File: src/rtl/vend_pkg.sv
// Shared types and defaults for the vending dispense sequencer.
// States, product-code width and default cycle constants.
package vend_pkg;

  localparam int PROD_W          = 3;
  localparam int DEF_N_PROD      = 8;
  localparam int DEF_MOTOR_CYC   = 16;
  localparam int DEF_TIMEOUT_CYC = 32;
  localparam int DEF_MAX_RETRY   = 1;

  typedef enum logic [2:0] {
    IDLE,
    RUN,
    WAIT_DROP,
    DONE,
    FAULT
  } state_t;

  // Counter width large enough to hold the longer of the two intervals.
  function automatic int cnt_w(input int a, input int b);
    return $clog2((a > b) ? a : b) + 1;
  endfunction

endpackage

File: src/rtl/vend_cycle_timer.sv
// Loadable saturating down-counter shared by the RUN and WAIT_DROP phases.
// expired marks the last cycle of the loaded interval.
module vend_cycle_timer #(
  parameter int W = 6
) (
  input  logic         clk,
  input  logic         rst,
  input  logic         load,
  input  logic [W-1:0] load_val,
  input  logic         en,
  output logic         expired
);

  logic [W-1:0] cnt;

  always_ff @(posedge clk) begin
    if (rst) begin
      cnt <= '0;
    end else if (load) begin
      cnt <= load_val;
    end else if (en && (cnt != '0)) begin
      cnt <= cnt - 1'b1;
    end
  end

  assign expired = (cnt <= W'(1));

endmodule

File: src/rtl/vend_dispense_sequencer.sv
// Motor/drop-sensor sequencer behind the vending FSM.
// Optional SEQ_RETRY_EN allows MAX_RETRY extra motor attempts.
module vend_dispense_sequencer
  import vend_pkg::*;
#(
  parameter int N_PROD      = DEF_N_PROD,
  parameter int MOTOR_CYC   = DEF_MOTOR_CYC,
  parameter int TIMEOUT_CYC = DEF_TIMEOUT_CYC,
  parameter int MAX_RETRY   = DEF_MAX_RETRY
) (
  input  logic              clk,
  input  logic              rst,
  input  logic              disp_req,
  input  logic [PROD_W-1:0] prod_sel,
  input  logic              drop_sense,
  input  logic              clr_fault,
  output logic [N_PROD-1:0] motor_en,
  output logic              busy,
  output logic              disp_ack,
  output logic              refund,
  output logic              fault
);

  localparam int CW = cnt_w(MOTOR_CYC, TIMEOUT_CYC);
  localparam logic [CW-1:0] MOTOR_V   = CW'(MOTOR_CYC);
  localparam logic [CW-1:0] TIMEOUT_V = CW'(TIMEOUT_CYC);

  state_t            state, state_d;
  logic [PROD_W-1:0] sel_q, sel_d;
  logic [N_PROD-1:0] sel_oh;
  logic              code_ok;
  logic              t_load, t_en, t_exp;
  logic [CW-1:0]     t_val;
  logic              retry_avail;

  logic [N_PROD-1:0] motor_d;
  logic              busy_d, ack_d, refund_d, fault_d;

  vend_cycle_timer #(
    .W(CW)
  ) u_timer (
    .clk     (clk),
    .rst     (rst),
    .load    (t_load),
    .load_val(t_val),
    .en      (t_en),
    .expired (t_exp)
  );

  assign code_ok = (int'(prod_sel) < N_PROD);
  assign sel_oh  = {{(N_PROD-1){1'b0}}, 1'b1} << sel_d;

`ifdef SEQ_RETRY_EN
  localparam int RW = $clog2(MAX_RETRY + 2);

  logic [RW-1:0] retry_q;
  logic          retry_inc, retry_clr;

  assign retry_inc = (state == WAIT_DROP) && !drop_sense
                   && t_exp && retry_avail;
  assign retry_clr = (state == DONE)
                   || ((state == FAULT) && clr_fault);

  always_ff @(posedge clk) begin
    if (rst || retry_clr) begin
      retry_q <= '0;
    end else if (retry_inc) begin
      retry_q <= retry_q + 1'b1;
    end
  end

  assign retry_avail = (retry_q < RW'(MAX_RETRY));
`else
  // Retries compiled out: the limit is pinned at zero.
  localparam int RETRY_LIM = 0 * MAX_RETRY;

  assign retry_avail = (RETRY_LIM > 0);
`endif

  always_comb begin
    state_d  = state;
    sel_d    = sel_q;
    t_load   = 1'b0;
    t_val    = MOTOR_V;
    t_en     = 1'b0;
    refund_d = 1'b0;
    unique case (state)
      IDLE: begin
        if (disp_req && code_ok) begin
          state_d = RUN;
          sel_d   = prod_sel;
          t_load  = 1'b1;
        end else if (disp_req) begin
          refund_d = 1'b1;
        end
      end
      RUN: begin
        t_en = 1'b1;
        if (drop_sense) begin
          state_d = DONE;
        end else if (t_exp) begin
          state_d = WAIT_DROP;
          t_load  = 1'b1;
          t_val   = TIMEOUT_V;
        end
      end
      WAIT_DROP: begin
        t_en = 1'b1;
        if (drop_sense) begin
          state_d = DONE;
        end else if (t_exp && retry_avail) begin
          state_d = RUN;
          t_load  = 1'b1;
        end else if (t_exp) begin
          state_d  = FAULT;
          refund_d = 1'b1;
        end
      end
      DONE: begin
        state_d = IDLE;
      end
      FAULT: begin
        if (clr_fault) begin
          state_d = IDLE;
        end
      end
      default: begin
        state_d = IDLE;
      end
    endcase

    // Outputs are registered from the state being entered.
    motor_d = (state_d == RUN) ? sel_oh : '0;
    busy_d  = (state_d != IDLE);
    ack_d   = (state_d == DONE);
    fault_d = (state_d == FAULT);
  end

  always_ff @(posedge clk) begin
    if (rst) begin
      state    <= IDLE;
      sel_q    <= '0;
      motor_en <= '0;
      busy     <= 1'b0;
      disp_ack <= 1'b0;
      refund   <= 1'b0;
      fault    <= 1'b0;
    end else begin
      state    <= state_d;
      sel_q    <= sel_d;
      motor_en <= motor_d;
      busy     <= busy_d;
      disp_ack <= ack_d;
      refund   <= refund_d;
      fault    <= fault_d;
    end
  end

endmodule

File: config.mk
export PLATFORM = sky130hd
export DESIGN_NAME = vend_dispense_sequencer
export DESIGN_NICKNAME = d
export VERILOG_FILES = /design/src/rtl/vend_pkg.sv /design/src/rtl/vend_cycle_timer.sv /design/src/rtl/vend_dispense_sequencer.sv
export SDC_FILE = /design/constraint.sdc
export NUM_CORES = 1
export LEC_CHECK = 0
export ABC_AREA = 1
export CAP_MARGIN = 20
export CORE_ASPECT_RATIO = 1.1
export CORE_MARGIN = 4
export CORE_UTILIZATION = 30
export DETAILED_ROUTE_END_ITERATION = 16
export GPL_ROUTABILITY_DRIVEN = 0
export PLACE_DENSITY = 0.53
export SETUP_SLACK_MARGIN = 0.5
export SYNTH_ARGS = -nofsm -noshare
export SYNTH_HDL_FRONTEND = slang
export SYNTH_SLANG_ARGS = --single-unit
File: constraint.sdc
create_clock -name clk -period 1.4 [get_ports clk]
set_input_delay 0.14 -clock clk [delete_from_list [all_inputs] [get_ports clk]]
set_output_delay 0.14 -clock clk [all_outputs]
set_load 0.02 [all_outputs]
After elaboration in Yosys (flattened, before gate mapping)
Cells that the tools add are included.
Word-level totals
  register bits: 24
  bits in latches: 0
  bits in writable memories: 0
  ROM bits: 0
  bits of input ports: 8
  output and inout bits: 12
  word-level logic and storage cells: 46
  memories kept: 0
Operators by class
  add/sub/neg operators: 1
  multipliers: 0
  divide/modulo/power cells: 0
  $lt $le $gt $ge: 1
  eq/ne operators: 6
  shift operators: 1
  muxes and demuxes: 19
  bitwise logic cells: 2
  reduce and logical (&&, ||, !) cells: 8
Operators with widths (count)
  $mux 6: 5
  $mux 3: 8
  $pmux 3 s4: 1
  $shl 1x3->8 const A: 1
  $eq 3x1->1 const B: 2
  $eq 3x2->1 const B: 2
  $eq 3x3->1 const B: 2
  $le 6x1->1 const B: 1
  $reduce_bool 6->1: 1
  $reduce_or 2->1: 3
  $sub 6x1->6 const B: 1
  $mux 1: 4
  $logic_not 3->1: 1
  $reduce_bool 3->1: 1
  $not 1->1: 2
  $pmux 1 s2: 1
  $reduce_bool 2->1: 1
  $logic_and 1x1->1: 1

Logic depth before layout (Yosys ltp)
Gate-level depths: netlist of run 1.
  depth in word-level cells: 7
  mapped depth: 10
  mapped depth without buffers: 10

Modules after synthesis
A second synthesis of run 1 with hierarchy kept.
Second synthesis, totals
  cells, all modules: 166
  area, all modules: 1255.0 um^2
Modules (own cells, without submodules)
  vend_dispense_sequencer: times used 1, cells an instance 97, area each 788.3 um^2, seq. area each 360.3 um^2
  vend_cycle_timer: times used 1, cells an instance 69, area each 466.7 um^2, seq. area each 120.1 um^2

Worst setup path before layout of run 1
Ideal clock, no wire load.
  path kind: register to register
  start point: register u_timer.cnt[0]
  end point: register busy
  library setup time: 130 ps
  data arrival time: 1257 ps
  data required time: 1270 ps
  setup slack: 13 ps
  cell stages (with the launch flop): 9
  path buffers: 0
  clock period less this slack: 1387 ps
  cell sequence: dfxtp_1 -> inv_1 -> ha_1 -> nor2_1 -> inv_1 -> nand3_2 -> nor2_1 -> o21ai_0 -> nand3_1
Between the ends
  word-level cells in the longest chain between the ends: 5
  elaborated cells between the ends (all ways): 7
  those cells by class: 1 x order compare; 5 x mux; 1 x reduce/logical
Ends and longest elaborated chain
  from (decl): line vend_cycle_timer.sv:14  | logic [W-1:0] cnt;
  from (signal assigned): line vend_cycle_timer.sv:20  | cnt <= load_val;
  from (signal assigned): line vend_cycle_timer.sv:22  | cnt <= cnt - 1'b1;
  $le 6x1->1 *: line vend_cycle_timer.sv:26  | assign expired = (cnt <= W'(1));
  $mux 3 (on tied branches): line vend_dispense_sequencer.sv:114, vend_dispense_sequencer.sv:101
  $mux 3 (on tied branches): line vend_dispense_sequencer.sv:109, vend_dispense_sequencer.sv:99
  $pmux 3 s4 *: line vend_dispense_sequencer.sv:87  | unique case (state)
  $reduce_bool 3->1 *: line vend_dispense_sequencer.sv:134  | busy_d = (state_d != IDLE);
  to (signal assigned): line vend_dispense_sequencer.sv:152  | busy <= busy_d;
  to (decl): line vend_dispense_sequencer.sv:18  | output logic busy,
Mark *: on every way between the ends. The rest lies on a longest branch, timed or not.
A chain may end at the register's enable or synchronous reset.

Worst setup path after layout of run 1
  start point: register u_timer.cnt[0]
  end point: register motor_en[3]
Between the ends
  word-level cells in the longest chain between the ends: 7
  elaborated cells between the ends (all ways): 9
  those cells by class: 1 x order compare; 1 x eq/ne; 5 x mux; 1 x bitwise; 1 x reduce/logical
Ends and longest elaborated chain
  $le 6x1->1 *: line vend_cycle_timer.sv:26
  $mux 3 (on tied branches): line vend_dispense_sequencer.sv:114, vend_dispense_sequencer.sv:101
  $mux 3 (on tied branches): line vend_dispense_sequencer.sv:109, vend_dispense_sequencer.sv:99
  $pmux 3 s4 *: line vend_dispense_sequencer.sv:87
  $eq 3x1->1 *: line vend_dispense_sequencer.sv:133  | motor_d = (state_d == RUN) ? sel_oh : '0;
  $not 1->1 (no line) *
  $reduce_or 2->1 (no line) *
  to (signal assigned): line vend_dispense_sequencer.sv:151  | motor_en <= motor_d;
  to (decl): line vend_dispense_sequencer.sv:17  | output logic [N_PROD-1:0] motor_en,
Marks and branches as above.

==> run_summary.xml, run 1 <==
<?xml version="1.0" encoding="UTF-8"?>
<metrics>
  <group name="sta">
    <metric name="max_freq" unit="MHz">703</metric>
    <metric name="final_max_slew_viol_count" unit="">0</metric>
    <metric name="layout_min_cycle_time" unit="ns">1.42</metric>
    <metric name="finalWorstSetupSlack" unit="ns">-0.0234</metric>
    <metric name="grt_setup_unrepaired" unit="">true</metric>
    <metric name="final-setup-viol-count" unit="">10</metric>
    <metric name="final-hold-violation-count" unit="">0</metric>
    <metric name="finalClockSkew" unit="ns">0.00723</metric>
    <metric name="slew_hr" unit="%">73.4</metric>
    <metric name="max_slew.worst_pin.slew" unit="ns">0.395</metric>
    <metric name="layout_worst_path_cycle_share" unit="%">102</metric>
  </group>
  <group name="clocking">
    <metric name="postCtsHoldBufs" unit="">0</metric>
    <metric name="clock_tree.htree_level_count" unit="">1</metric>
    <metric name="clock_sinks" unit="">24</metric>
    <metric name="numCtsBuffers" unit="">3</metric>
    <metric name="tritoncts_clock_tree" unit="">yes</metric>
    <metric name="worst_setup_hold_path_clk_slew" unit="ns">0.13</metric>
    <metric name="clock_tree.buffer_depth" unit="">2</metric>
    <metric name="clk_latency" unit="ns">0.32</metric>
    <metric name="cts_root_buf" unit="">clkbuf_4</metric>
  </group>
  <group name="flow_run">
    <metric name="maxCapViolations" unit="">0</metric>
  </group>
  <group name="outcome">
    <metric name="failed_checks" unit="">negative setup slack</metric>
    <metric name="outcome" unit="">complete, but fails checks</metric>
  </group>
  <group name="final_layout">
    <metric name="layout.core_utilization" unit="%">48.4</metric>
    <metric name="antennaDiodeCount" unit="">0</metric>
    <metric name="fillers" unit="">326</metric>
    <metric name="nets" unit="">188</metric>
    <metric name="fraction_of_layout_instances_using_a_drive_strength_above_1" unit="%">48.6</metric>
    <metric name="post-route-cell-area" unit="µm²">1640</metric>
    <metric name="area_growth" unit="%">52.9</metric>
  </group>
  <group name="setup_path">
    <metric name="setup_slack_of_the_worst_register_to_register_path" unit="ns">-0.02</metric>
    <metric name="setup.worst_path.class" unit="">flop to flop</metric>
    <metric name="crit-reg2reg-launch" unit="">u_timer.cnt[0]</metric>
    <metric name="crit_fanout" unit="">4</metric>
    <metric name="crit_arrival" unit="ns">1.68</metric>
    <metric name="crit_required" unit="ns">1.66</metric>
    <metric name="cp-end-kind" unit="">flop</metric>
    <metric name="cp_launch_type" unit="">flop</metric>
    <metric name="crit_path_start" unit="">u_timer.cnt[0]</metric>
  </group>
  <group name="worst_hold_path">
    <metric name="holdCritPathClass" unit="">input port to flop</metric>
    <metric name="hold_start" unit="">prod_sel[1]</metric>
  </group>
  <group name="logic_synthesis">
    <metric name="synth_sequential_area_ratio" unit="%">44.9</metric>
    <metric name="ys_types" unit="">20</metric>
    <metric name="syn_inst" unit="">144</metric>
    <metric name="synth.net_count" unit="">154</metric>
    <metric name="synth-warning-count" unit="">0</metric>
    <metric name="synthesis.area" unit="µm²">1070</metric>
    <metric name="syn_avg_cell_area" unit="µm²">7.44</metric>
    <metric name="synthesized_flop_and_latch_total" unit="">24</metric>
  </group>
  <group name="pwr">
    <metric name="p_sw_share" unit="%">40.9</metric>
    <metric name="power.share.clock" unit="%">15.6</metric>
    <metric name="internal_power" unit="W">0.00189</metric>
    <metric name="p_leak" unit="nW">0.747</metric>
    <metric name="combinationalPowerShare" unit="%">54.6</metric>
    <metric name="total_net_switching_power" unit="W">0.00131</metric>
    <metric name="peakVddDrop" unit="V">0.000704</metric>
    <metric name="cellPowerDensity" unit="nW/µm²">1950</metric>
    <metric name="seq_power_share" unit="%">29.8</metric>
  </group>
  <group name="global_route">
    <metric name="grt_remaining_overflow" unit="">0</metric>
    <metric name="global_route_wire_length_before_repair" unit="µm">3930</metric>
    <metric name="grt_start_max_net_pins" unit="">15</metric>
    <metric name="first_global_vias" unit="">929</metric>
    <metric name="gr-usage-all-layers" unit="%">10.8</metric>
    <metric name="antenna_found_initial" unit="">0</metric>
  </group>
  <group name="place">
    <metric name="portBuffers" unit="">19</metric>
    <metric name="post_placement_setup_slack" unit="ns">0.000199</metric>
    <metric name="post-dp-hpwl" unit="µm">1750</metric>
    <metric name="placed_area" unit="µm²">1360</metric>
  </group>
  <group name="routing">
    <metric name="final_antenna_net_count" unit="">0</metric>
    <metric name="num_vias" unit="">988</metric>
    <metric name="detail_route.wirelength" unit="µm">2300</metric>
    <metric name="drc" unit="">0</metric>
    <metric name="wl_per_cell" unit="µm">10.2</metric>
    <metric name="avgViaCountPerCell" unit="">4.39</metric>
    <metric name="detailedRoute.firstIterationViolations" unit="">28</metric>
    <metric name="drt_first_pass_iters" unit="">4</metric>
  </group>
  <group name="die">
    <metric name="ioPinCount" unit="">20</metric>
    <metric name="fp.dieW" unit="µm">65.0</metric>
    <metric name="std_cell_rows" unit="">22</metric>
    <metric name="floorplan.die_area" unit="µm²">4590</metric>
    <metric name="start_util" unit="%">31.6</metric>
    <metric name="core" unit="µm²">3390</metric>
    <metric name="floorplan.die.height" unit="µm">70.7</metric>
  </group>
</metrics>
## final cells by class
class | instances | area (µm²) | area share (%)
multi-input cells | 98 | 644 | 39.3
flip-flops and latches | 24 | 503 | 30.7
repair buffers | 30 | 292 | 17.8
inverters | 21 | 86.3 | 5.27
well taps | 48 | 60.1 | 3.67
clock inverters | 1 | 30.0 | 1.83
clock buffers | 3 | 22.5 | 1.38
## layer usage
layer | global-route usage [%] | vias up | share of wire, %
li1 | - | 518 | -
met1 | 13.3 | 451 | 45
met2 | 17.5 | 15 | 49
met3 | 2.86 | 4 | 4.0
met4 | 4.93 | 0 | 1.5
met5 | 0 | - | 0
## sequential cells by signal (all words and copies together), names as in the netlist
name         cells
busy             1
disp_ack         1
refund           1
motor_en         8
state            3
sel_q            3
fault            1
u_timer.cnt      6
## stage by stage
stage | hold slack [ns] | power, W | std cells | TNS (ns)
after CTS | 0.490 | 0.00293 | 220 | -0.135
final | 0.502 | 0.00320 | 225 | -0.101
after floorplan | 0.209 | 0.00193 | 144 | 0
after global placement | 0.467 | 0.00220 | 213 | 0
after detailed placement | 0.473 | 0.00223 | 213 | 0
after global routing | 0.504 | 0.00345 | 225 | -1.31
## logic make-up (layout without fill, tap and decap cells)
kind of cell	Yosys count	after routing	share of synthesized area, %
xor gates and xnor gates	1	1	0.818
adders and majority gates	2	2	2.34
and+or+nand+nor	86	86	39.0
AOI/OAI and AO/OA	9	9	4.56
buffers and inverters	22	55	8.41
DFF	24	24	44.9
## cell usage in the layout (no fill, tap or decap), types with 2 or more instances in the layout
cell | synthesis | final
nand2_1 | 32 | 26
nor2_1 | 24 | 18
dfxtp_2 | 0 | 15
buf_6 | 1 | 13
inv_1 | 20 | 12
buf_4 | 0 | 10
dfxtp_1 | 24 | 8
nand2_2 | 4 | 7
nor2_2 | 5 | 7
nand3_1 | 9 | 7
clkdlybuf4s50_1 | 0 | 7
inv_2 | 1 | 6
nor2_4 | 2 | 6
a21oi_1 | 5 | 5
inv_4 | 0 | 3
nand2_4 | 0 | 3
nand3_2 | 3 | 3
clkbuf_4 | 0 | 3
nand3_4 | 0 | 2
nand4_4 | 0 | 2
nand4_1 | 2 | 2
nor3_1 | 2 | 2
ha_4 | 0 | 2
## final timing paths
check                                      end  cells after the start
worst max-delay path               motor_en[3]                     10
worst max register to register     motor_en[3]                     10
worst min register to register  u_timer.cnt[3]                      2
worst min-delay path                  sel_q[1]                      5
## power by group through the flow
stage               Combinational (W)  Clock (W)  Sequential (W)
CTS                           0.00148   0.000520        0.000937
floorplan                    0.000967          0        0.000964
finish                        0.00174   0.000500        0.000953
global route                  0.00193   0.000547        0.000970
global placement              0.00128          0        0.000926
detailed placement            0.00131          0        0.000928
## repair_timing
action,4_1_cts,5_1_grt
setup endpoints to repair,36,36
hold endpoints to repair,0,0
setup buffers,3,5
resized for setup,94,26
pin swaps,6,12
## critical path, stage by stage, from the launching register on
cell     delay (ns)
dfxtp_4        0.39
inv_4          0.06
ha_4           0.15
nor2_4         0.05
inv_2          0.06
nand3_4        0.07
nor2_4         0.10
nor2_2         0.06
nor2_4         0.17
nand4_4        0.13
nor2_1         0.12
## synthesized netlist by cell type (all sizes together)
cell type	instances	area share, %
nand2	36	14
nor2	31	13
o21ai	4	2.2
xor2	1	0.82
nor3	2	0.93
inv	21	7.4
or2	1	0.58
dfxtp	24	45
nand4	4	3.5
nand3	12	7.0
buf	1	1.1
a21oi	5	2.3
ha	2	2.3
(Power assumes the default switching activity.)
==> run 2: changes to the inputs <==
- ABC_CLOCK_PERIOD_IN_PS: default -> 1400
- PLACE_DENSITY: 0.53 -> 0.52
- SYNTH_HIERARCHICAL: default -> 1
==> run 2 against run 1 <==
Sequential power decreased by 4.2%. Register-to-register slack got worse by 0.21 ns. The run still ends with negative setup slack left. Clock-buffer cell count unchanged. First-iteration DRC count increased by 18%. Sequential share of layout area decreased by 7.3 points. Power increased by 16%. Setup slack got worse by 0.21 ns.
==> run_summary.xml, run 2 <==
<?xml version="1.0" encoding="UTF-8"?>
<metrics>
  <group name="worst_hold_path">
    <metric name="min_path_cells" unit="">3</metric>
    <metric name="holdCritPathClass" unit="">input port to flop</metric>
  </group>
  <group name="sta">
    <metric name="layout_min_cycle_time" unit="ns">1.63</metric>
    <metric name="finalWorstSetupSlack" unit="ns">-0.230</metric>
    <metric name="final_max_slew_viol_count" unit="">0</metric>
    <metric name="max_freq" unit="MHz">613</metric>
    <metric name="grt_setup_unrepaired" unit="">true</metric>
    <metric name="final-setup-viol-count" unit="">20</metric>
    <metric name="setup_tns" unit="ns">-3.41</metric>
    <metric name="final-hold-violation-count" unit="">0</metric>
    <metric name="finalClockSkew" unit="ns">0.00662</metric>
    <metric name="layout_worst_path_cycle_share" unit="%">116</metric>
  </group>
  <group name="routing">
    <metric name="final_antenna_net_count" unit="">0</metric>
    <metric name="detailedRoute.firstIterationViolations" unit="">33</metric>
    <metric name="wl_per_cell" unit="µm">11.6</metric>
    <metric name="num_vias" unit="">1245</metric>
    <metric name="detail_route.wirelength" unit="µm">3230</metric>
    <metric name="drt_first_pass_iters" unit="">6</metric>
    <metric name="drc" unit="">0</metric>
    <metric name="avgViaCountPerCell" unit="">4.46</metric>
  </group>
  <group name="logic_synthesis">
    <metric name="synth_enable_flop_cells" unit="">0</metric>
    <metric name="synth_top_cell_by_area" unit="">dfxtp_1</metric>
    <metric name="synthesis.area" unit="µm²">1250</metric>
    <metric name="synth.mux.area_fraction" unit="%">0</metric>
    <metric name="syn_inst" unit="">166</metric>
    <metric name="synthesized_flop_and_latch_total" unit="">24</metric>
    <metric name="combinational_family_with_the_most_area_after_synthesis" unit="">simple AND/OR/NAND/NOR gates</metric>
    <metric name="yosys.area_share.xor_xnor" unit="%">0.698</metric>
    <metric name="ys_top_cells_by_area" unit="">dfxtp_1, nand2_1, nor2_1, nand2_4, inv_1</metric>
    <metric name="synth_sequential_area_ratio" unit="%">38.3</metric>
    <metric name="syn_avg_cell_area" unit="µm²">7.56</metric>
    <metric name="synth-compound-area-share" unit="%">7.18</metric>
    <metric name="synth_async_sr_flop_share" unit="%">0</metric>
    <metric name="synthFlopType" unit="">dfxtp_1</metric>
    <metric name="post_synth_simple_gate_area" unit="%">42.5</metric>
    <metric name="yosys.area_share.adder" unit="%">2.99</metric>
    <metric name="synth-warning-count" unit="">6</metric>
    <metric name="yosys-top-cells-count" unit="">nand2_1, nor2_1, dfxtp_1, inv_1, nand3_1</metric>
    <metric name="post-synth-top-count-cell" unit="">nand2_1</metric>
    <metric name="ys_types" unit="">25</metric>
    <metric name="yosysTopAreaCellShare" unit="%">38.3</metric>
  </group>
  <group name="place">
    <metric name="portBuffers" unit="">19</metric>
    <metric name="post-dp-hpwl" unit="µm">2200</metric>
    <metric name="placed_area" unit="µm²">1760</metric>
  </group>
  <group name="final_layout">
    <metric name="layout_top_registers" unit="">motor_en: 8 flops, u_timer/cnt: 6 flops</metric>
    <metric name="area_growth" unit="%">71.7</metric>
    <metric name="antennaDiodeCount" unit="">0</metric>
    <metric name="multi_input_comb_area" unit="µm²">882</metric>
    <metric name="fillers" unit="">387</metric>
    <metric name="leading_cell_type_in_the_layout_fill_and_taps_excluded" unit="">nand2_1</metric>
    <metric name="most-common-layout-cells" unit="">nand2_1, buf_4, buf_6</metric>
    <metric name="largest_reg_flops" unit="">8</metric>
    <metric name="registers.top_by_ff_count" unit="">motor_en</metric>
    <metric name="regArea" unit="µm²">504</metric>
    <metric name="post-route-cell-area" unit="µm²">2150</metric>
    <metric name="fraction_of_layout_instances_using_a_drive_strength_above_1" unit="%">56.8</metric>
    <metric name="nets" unit="">239</metric>
  </group>
  <group name="clocking">
    <metric name="worst_setup_hold_path_clk_slew" unit="ns">0.09</metric>
    <metric name="cts_root_buf" unit="">clkbuf_8</metric>
    <metric name="clock_sinks" unit="">24</metric>
    <metric name="postCtsHoldBufs" unit="">0</metric>
    <metric name="clock_tree.buffer_depth" unit="">2</metric>
    <metric name="tritoncts_clock_tree" unit="">yes</metric>
    <metric name="clk_latency" unit="ns">0.27</metric>
    <metric name="numCtsBuffers" unit="">3</metric>
    <metric name="clock_tree.htree_level_count" unit="">1</metric>
  </group>
  <group name="flow_run">
    <metric name="maxCapViolations" unit="">0</metric>
  </group>
  <group name="die">
    <metric name="start_util" unit="%">31.4</metric>
    <metric name="ioPinCount" unit="">20</metric>
    <metric name="floorplan.die_area" unit="µm²">5280</metric>
    <metric name="floorplan.die.height" unit="µm">75.8</metric>
    <metric name="std_cell_rows" unit="">24</metric>
    <metric name="fp.dieW" unit="µm">69.7</metric>
    <metric name="core" unit="µm²">3990</metric>
  </group>
  <group name="global_route">
    <metric name="grt_remaining_overflow" unit="">0</metric>
    <metric name="grt_start_max_net_pins" unit="">17</metric>
    <metric name="first_global_vias" unit="">1254</metric>
    <metric name="gr-usage-all-layers" unit="%">12.8</metric>
    <metric name="global_route_wire_length_before_repair" unit="µm">5400</metric>
    <metric name="antenna_found_initial" unit="">0</metric>
  </group>
  <group name="pwr">
    <metric name="p_leak" unit="nW">0.960</metric>
    <metric name="combinationalPowerShare" unit="%">59.2</metric>
    <metric name="seq_power_share" unit="%">24.5</metric>
    <metric name="power.share.clock" unit="%">16.3</metric>
    <metric name="internal_power" unit="W">0.00221</metric>
    <metric name="peakVddDrop" unit="V">0.000731</metric>
    <metric name="total_net_switching_power" unit="W">0.00151</metric>
    <metric name="p_sw_share" unit="%">40.5</metric>
    <metric name="cellPowerDensity" unit="nW/µm²">1730</metric>
  </group>
  <group name="setup_path">
    <metric name="path_depth" unit="">11</metric>
    <metric name="crit_required" unit="ns">1.61</metric>
    <metric name="crit_path_start" unit="">u_timer/cnt[1]</metric>
    <metric name="worst_r2r_endpoint" unit="">motor_en[1]</metric>
    <metric name="cp-end-kind" unit="">flop</metric>
    <metric name="cp_launch_type" unit="">flop</metric>
    <metric name="crit_fanout" unit="">4</metric>
    <metric name="setup_slack_of_the_worst_register_to_register_path" unit="ns">-0.23</metric>
    <metric name="worstPathCellList" unit="">inv_4 -&gt; ha_4 -&gt; o211a_1 -&gt; buf_6 -&gt; inv_4 -&gt; nand3_2 -&gt; nand2_2 -&gt; nand2_4 -&gt; nor2_4 -&gt; nand3_4 -&gt; nor2_4</metric>
    <metric name="worstSetupEndpoint" unit="">motor_en[1]</metric>
    <metric name="crit_arrival" unit="ns">1.84</metric>
    <metric name="setup.worst_path.class" unit="">flop to flop</metric>
    <metric name="critical-path-top-delay-family" unit="">simple AND/OR/NAND/NOR gates</metric>
    <metric name="crit-reg2reg-launch" unit="">u_timer/cnt[1]</metric>
    <metric name="cp_slowest_stage_delay" unit="ns">0.37</metric>
    <metric name="crit_slowest_cell" unit="">dfxtp_2</metric>
    <metric name="cp_num_buf_inv" unit="">3</metric>
    <metric name="ff2ff_path_depth" unit="">11</metric>
  </group>
  <group name="outcome">
    <metric name="failed_checks" unit="">negative setup slack</metric>
    <metric name="outcome" unit="">complete, but fails checks</metric>
  </group>
</metrics>
-- run 2: changes by cell type in the layout (fill, tap and decap cells not counted), moves of 4 or more --
cell / change
buf_4: +17
buf_6: +7
dfxtp_2: -5
conb_1: +4
inv_2: -4
nand2_2: +4
-- run 2: worst min-delay path by stage --
stage | endpoint | slack (ns) | start
global placement | u_timer/cnt[0] | 0.54 | u_timer/cnt[0]
CTS | u_timer/cnt[0] | 0.56 | u_timer/cnt[0]
detailed placement | u_timer/cnt[0] | 0.54 | u_timer/cnt[0]
global route | sel_q[2] | 0.60 | prod_sel[2]
finish | sel_q[2] | 0.60 | prod_sel[2]
floorplan | u_timer/cnt[1] | 0.20 | rst
-- run 2: repair_timing --
item	in CTS	in global routing
resized for setup	75	62
pin swaps	13	28
setup endpoints to repair	36	36
gates cloned	0	1
buffers inserted	4	6
-- run 2: per-stage QoR --
step                      utilization (%)  power [W]  cells  setup slack, ns  hold slack, ns
after floorplan                         -    0.00200    169           -0.159           0.202
after global placement               44.0    0.00257    264           -0.361           0.545
after detailed placement             44.0    0.00260    264           -0.435           0.538
after CTS                            47.5    0.00338    272           -0.217           0.562
after global routing                 53.9    0.00401    279           -0.317           0.599
final                                53.9    0.00372    279           -0.230           0.602
-- run 2: layout make-up --
class | count | area share, %
clock buffer | 3 | 1.92
clock inverter | 1 | 1.39
inverter | 20 | 4.88
multi-input combinational | 123 | 40.9
sequential | 24 | 23.4
tap | 52 | 3.02
timing repair buffer | 55 | 24.0
timing repair inverter | 1 | 0.407
-- run 2: cell families (layout without fill, tap and decap cells) --
| family | after synthesis | in the layout |
|---|---|---|
| DFF | 24 | 24 |
| and+or+nand+nor | 101 | 101 |
| xor gates and xnor gates | 1 | 1 |
| adders and majority gates | 3 | 3 |
| other | 1 | 4 |
| buffers and inverters | 22 | 80 |
| AOI/OAI and AO/OA | 14 | 14 |
-- run 2: worst reg2reg max path: stages, from the launching register on --
cell and delay [ns]:
dfxtp_2 0.37, inv_4 0.06, ha_4 0.14, o211a_1 0.25
buf_6 0.13, inv_4 0.05, nand3_2 0.05, nand2_2 0.08
nand2_4 0.07, nor2_4 0.15, nand3_4 0.12, nor2_4 0.10
-- run 2: power groups by stage --
| stage | Clock, W | Sequential, W | Combinational, W |
|---|---|---|---|
| after floorplan | 0 | 0.000959 | 0.00105 |
| after global placement | 0 | 0.000898 | 0.00168 |
| after detailed placement | 0 | 0.000901 | 0.00170 |
| after CTS | 0.000630 | 0.000891 | 0.00186 |
| after global routing | 0.000677 | 0.000929 | 0.00241 |
| final | 0.000605 | 0.000913 | 0.00220 |
-- run 2: metal layers --
layer  share of wire [%]  global-route usage (%)  wire length, µm
met1                  38                    13.5             1240
met2                  57                    25.6             1850
met3                 3.1                    2.64               99
met4                 1.2                    4.47               40
met5                   0                       0                0
